==> src/rtl/mod12_display_scan.sv <==
// Two-digit multiplexed 7-segment driver for a MOD12 counter value.
// Flags 11<->0 wrap events and latches illegal codes.
module mod12_display_scan #(
  parameter int SCAN_DIV = 4
) (
  input  logic       clock,
  input  logic       reset,
  input  logic [3:0] data_in,
  input  logic       mode,
  output logic [6:0] seg,
  output logic [1:0] an,
  output logic       wrap_up,
  output logic       wrap_dn,
  output logic       err
);

  typedef enum logic {
    ONES,
    TENS
  } scan_t;

  localparam logic [7:0] DIV_LAST = 8'(SCAN_DIV - 1);

  scan_t       state;
  scan_t       state_nx;
  logic [7:0]  div;
  logic [7:0]  div_nx;
  logic [3:0]  data_q;
  logic        primed;
  logic [3:0]  ones;
  logic        tens;
  logic        illegal;
  logic [6:0]  seg_nx;
  logic [1:0]  an_nx;

  function automatic logic [6:0] enc(input logic [3:0] d);
    logic [6:0] p;
    p = 7'h00;
    unique case (d)
      4'd0: p = 7'h3F;
      4'd1: p = 7'h06;
      4'd2: p = 7'h5B;
      4'd3: p = 7'h4F;
      4'd4: p = 7'h66;
      4'd5: p = 7'h6D;
      4'd6: p = 7'h7D;
      4'd7: p = 7'h07;
      4'd8: p = 7'h7F;
      4'd9: p = 7'h6F;
      default: p = 7'h00;
    endcase
    return p;
  endfunction

  // BCD split of the registered count
  always_comb begin
    illegal = data_q > 4'd11;
    tens    = 1'b0;
    ones    = data_q;
    if (data_q >= 4'd10) begin
      tens = 1'b1;
      ones = data_q - 4'd10;
    end
  end

  // Scan divider/state advance and next display pattern
  always_comb begin
    div_nx   = div + 8'd1;
    state_nx = state;
    an_nx    = 2'b01;
    seg_nx   = 7'h00;
    if (div == DIV_LAST) begin
      div_nx   = 8'd0;
      state_nx = (state == ONES) ? TENS : ONES;
    end
    if (state == TENS) begin
      an_nx = 2'b10;
    end
    if (illegal) begin
      seg_nx = 7'h40;
    end else if (state == ONES) begin
      seg_nx = enc(ones);
    end else if (tens) begin
      seg_nx = enc(4'd1);
    end
  end

  // Scan FSM and registered display outputs
  always_ff @(posedge clock or posedge reset) begin
    if (reset) begin
      state <= ONES;
      div   <= 8'd0;
      an    <= 2'b00;
      seg   <= 7'h00;
    end else begin
      state <= state_nx;
      div   <= div_nx;
      an    <= an_nx;
      seg   <= seg_nx;
    end
  end

  // Input sampling, wrap detection and sticky error
  always_ff @(posedge clock or posedge reset) begin
    if (reset) begin
      data_q  <= 4'd0;
      primed  <= 1'b0;
      wrap_up <= 1'b0;
      wrap_dn <= 1'b0;
      err     <= 1'b0;
    end else begin
      data_q  <= data_in;
      primed  <= 1'b1;
      wrap_up <= primed & (data_q == 4'd11)
                 & (data_in == 4'd0) & mode;
      wrap_dn <= primed & (data_q == 4'd0)
                 & (data_in == 4'd11) & ~mode;
      if (data_in > 4'd11) begin
        err <= 1'b1;
      end
    end
  end

endmodule
==> config.mk <==
export PLATFORM = sky130hd
export DESIGN_NAME = mod12_display_scan
export DESIGN_NICKNAME = d
export VERILOG_FILES = /design/src/rtl/mod12_display_scan.sv
export SDC_FILE = /design/constraint.sdc
export NUM_CORES = 1
export LEC_CHECK = 0
export BUFFER_PORTS_ARGS = -buffer_cell sky130_fd_sc_hd__buf_2
export CORE_MARGIN = 2
export CORE_UTILIZATION = 51
export CTS_CLUSTER_DIAMETER = 100
export DETAILED_ROUTE_END_ITERATION = 7
export GPL_ROUTABILITY_DRIVEN = 0
export HOLD_SLACK_MARGIN = 0.02
export PLACE_DENSITY = 0.82
export SLEW_MARGIN = 10
export SYNTH_ARGS = -nofsm -noshare
export SYNTH_HDL_FRONTEND = slang
export SYNTH_SLANG_ARGS = --single-unit
==> constraint.sdc <==
create_clock -name clock -period 2.05 [get_ports clock]
set_input_delay 0.205 -clock clock [delete_from_list [all_inputs] [get_ports clock]]
set_output_delay 0.205 -clock clock [all_outputs]
set_load 0.02 [all_outputs]
-- After elaboration in Yosys (flattened, before gate mapping)
Memories as Yosys holds them, arrays and structs flattened.
Index checks and enable logic that the tools add are counted.
- add/subtract/negate cells: 2
- order comparisons: 3
- equal/unequal tests: 3
- muxes and demuxes: 8
- bitwise gates (word level): 7
- reduce and logical (&&, ||, !) cells: 2
- operator list (cell ; number):
    two-way mux 7 bit ; 2
    adder 8 x 1 -> 8 bit, second input constant ; 1
    == test 4 bit, second input constant ; 2
    == test 8 x 2 -> 1 bit, second input constant ; 1
    greater-than comparator 4 bit, second input constant ; 2
    logical NOT 4 bit ; 2
    two-way mux 8 bit ; 1
    AND 1 bit ; 6
    greater-or-equal comparator 4 bit, second input constant ; 1
    two-way mux 4 bit ; 1
    subtractor 4 bit, second input constant ; 1
    two-way mux 3 bit ; 1
    two-way mux 1 bit ; 2
    two-way mux 2 bit ; 1
    NOT 1 bit ; 1
- register bits: 26
- ROM bits: 112
- input port bits: 7
- output and inout bits: 12
- logic and storage cells: 35
- memories kept: 1
- memories (memory ; words ; bits a word ; rd ports ; clocked after memory_dff ; write ports ; RTL line ; text):
    (name not given) ; 16 ; 7 ; 1 ; 0 ; 0 ; 39 ; unique case (d)

-- Depth between registers and ports, before layout
- word-level depth: 5
- depth in mapped cells: 8
- depth with buffers taken out: 7

-- Worst setup path after synthesis
No wires, ideal clock.
- path kind: flip-flop to flip-flop
- start: reg data_q[1]
- end: reg seg[4]
- library setup time: 0.065 ns
- arrival: 1.410 ns
- data required time: 1.985 ns
- path slack: 0.575 ns
- stages on the path, launching flop included: 7
- path buffers: 1
- clock period less this slack: 1.475 ns
- path through: dfrtp_1 buf_6 inv_1 ha_1 nand2_1 a2111oi_0 a21o_1
- cells in the longest elaborated chain, start to end: 5
- elaborated cells on any way between the ends: 7
- classes of those cells: add/sub: 1; order compare: 2; mux: 3; memory: 1
- RTL lines (item ; RTL line ; text):
    from (decl) ; 28 ; logic [3:0] data_q;
    from (signal assigned) ; 112 ; data_q <= data_in;
    subtractor 4 bit or greater-or-equal comparator 4 bit (tied branches) ; 62, 60 ;
    two-way mux 4 bit ; 60 ; if (data_q >= 4'd10) begin
    memory read (16 x 7 bit) ; - ;
    two-way mux 7 bit ; 81 ; end else if (state == ONES) begin
    two-way mux 7 bit (*) ; 79 ; if (illegal) begin
    via seg_nx[4] ; 33 ; logic [6:0] seg_nx;
    to (signal assigned) ; 99 ; seg <= seg_nx;
    to (decl) ; 10 ; output logic [6:0] seg,
Mark *: on every way through the listed nets, which the timed path passes. The rest lies on a longest branch.
A chain may end at the register's enable or synchronous reset.

-- Worst setup path after layout
Ends and elaborated chain as after synthesis.

==> reports/qor.yml <==
grt_pass1_wl_um: 3443
core_area_mm2: 0.002212
finalNetCount: 144
synth_flop_cell: "dfrtp_1"
track_usage: 0.1705
path_class: "flip-flop to flip-flop"
post-cts-setup-buffers: 0
numPortBuffers: 18
rsz0062_at_grt: "false"
clock-sinks: 26
ant_nets: 0
critPathCaptureType: "flip-flop"
crit_path_top_delay_cell: "dfrtp_1"
overflow: 0
power.density_mw_per_mm2: 666.0
synth_edf_count: 0
total_power_mw: 0.9175
status: "finished clean"
post-route-min-period_ns: 1.821
post_drt_wl_per_cell_um: 12.17
dp_hpwl_um: 1397
cp.required_ns: 2.31
fin_crit_sh: 0.8881
cts_resized: 0
crit_arrival_ns: 2.08
drive_gt1_frac: 0.2290
layout_commonest_cell: "dfrtp_1"
crit_chain: "inv_1 -> ha_1 -> nand2_1 -> a2111oi_0 -> a21o_1"
post-route-drc-count: 0
setup_violations: 0
dp_slack_ns: 0.3234
insertion_delay_ns: 0.31
die_height_um: 52.23
finalMaxSlewViolations: 0
totalWireLength_um: 1935
layout_common_cells: "26 x dfrtp_1, 18 x buf_2, 8 x inv_1, 6 x nand3_1, 6 x xnor2_1"
cts_tree: "yes"
clk_pin_slew_worst_paths_ns: 0.13
fillers: 187
yosys_warnings: 0
finish.utilization: 0.6227
cap_violations: 0
syn_area_mm2: 0.001186
finalWorstSetupSlack_ns: 0.2294
worstHoldPathType: "primary input to flip-flop"
ir_drop_uv: 504.9
fmax_ghz: 0.5493
cpPeakStageDelay_ns: 0.56
crit_family: "compound AO/OA/AOI/OAI gates"
clock-skew-final_ns: 0.003470
dieArea_mm2: 0.002727
start_kind: "flip-flop"
final_hold_viol_count: 0
io_pins: 19
crit_path_max_fanout: 10
htree_levels: 1
ys_types: 36
initial_utilization: 0.5362
synthToLayoutAreaGrowth_pct: 16.14
die_x_um: 52.23
num_vias: 820
p_leak_nw: 0.6583
synth_nets: 118
root_buffer: "clkbuf_4"
synth-seq-cells: 26
via_per_inst: 5.157
diodes: 0
grt_max_degree: 27
grt_pass1_vias: 805
drt_iter0_markers: 16
seq_area_frac_synth: 0.5485
avgSynthCellArea_um2: 11.19
setup_tns_ns: 0
core.rowCount: 17
clk_path_buf_depth: 2
path_buf_inv: 1
synthCells: 106
antenna_found_initial: 0
cts_made_buffers: 3
async_reset_ff_frac: 1.000
drt-pass1-iter-count: 4
[cell usage after synthesis, drive strengths merged (2+ instances only)]
library cell,n,share of area
dfrtp,26,0.55
xnor2,6,0.044
nor4,2,0.011
nand2,5,0.016
mux2i,2,0.017
o21ai,10,0.045
buf,3,0.023
nor2,6,0.027
a21o,2,0.013
inv,8,0.025
nand3,6,0.025
and3,5,0.027
ha,5,0.053
a21oi,4,0.017
[flip-flops by register name, indices dropped and copies added (netlist names)]
register  flops
wrap_dn       1
seg           7
err           1
an            2
primed        1
div           8
data_q        4
wrap_up       1
state         1
[kinds of logic after synthesis]
kind of cell             after synthesis  synth area share
AO/OA/AOI/OAI                         21            0.1076
other                                  1          0.003162
XOR/XNOR                               6           0.04430
buffers and inverters                 11           0.04852
multiplexers                           2           0.01688
adder cells (fa/ha/maj)                5           0.05274
AND/OR/NAND/NOR                       34            0.1783
flip-flops                            26            0.5485
[stage by stage]
step	hold slack, ns	cells	instance area (µm²)
finish	0.1621	159	1378
global route	0.1367	159	1378
CTS	0.02532	156	1348
detailed placement	0.2681	150	1291
global placement	0.2678	150	1291
floorplan	0.2364	106	1186
[worst paths after layout]
kind / startpoint / end / slack, ns / depth (start not counted)
setup / recovery: data_q[1] / seg[4] / 0.23 / 5
hold / removal: mode / wrap_up / 0.16 / 2
setup reg to reg: data_q[1] / seg[4] / 0.23 / 5
hold reg to reg: err / err / 0.47 / 1
max in group asynchronous: reset / err / 1.35 / 4
min in group asynchronous: reset / seg[4] / 0.47 / 4
[final cells by class]
type,instances,area (µm²),share of cell area
flip-flops and latches,26,650.6,0.4723
multi-input cells,69,478.0,0.3470
repair buffers,24,147.6,0.1072
clock buffers,4,36.28,0.02634
well taps,28,35.03,0.02543
inverters,8,30.03,0.02180
[report_power, final]
part | switching, mW | internal, mW
clock | 0.140 | 0.108
sequential | 0.0142 | 0.532
combinational | 0.0729 | 0.0498
total | 0.227 | 0.691
[what timing repair did]
item                                   CTS  global route
endpoints found under the hold margin   27             3
hold buffers                             2             3
setup endpoints to repair                0             0
[metal layers]
metal	wire length [µm]	GRT usage	up-vias
li1	-	-	415
met1	899	0.2343	372
met5	0	0	-
met2	900	0.2764	31
met4	12	0.05983	0
met3	122	0.02571	2
(Power assumes the default switching activity.)
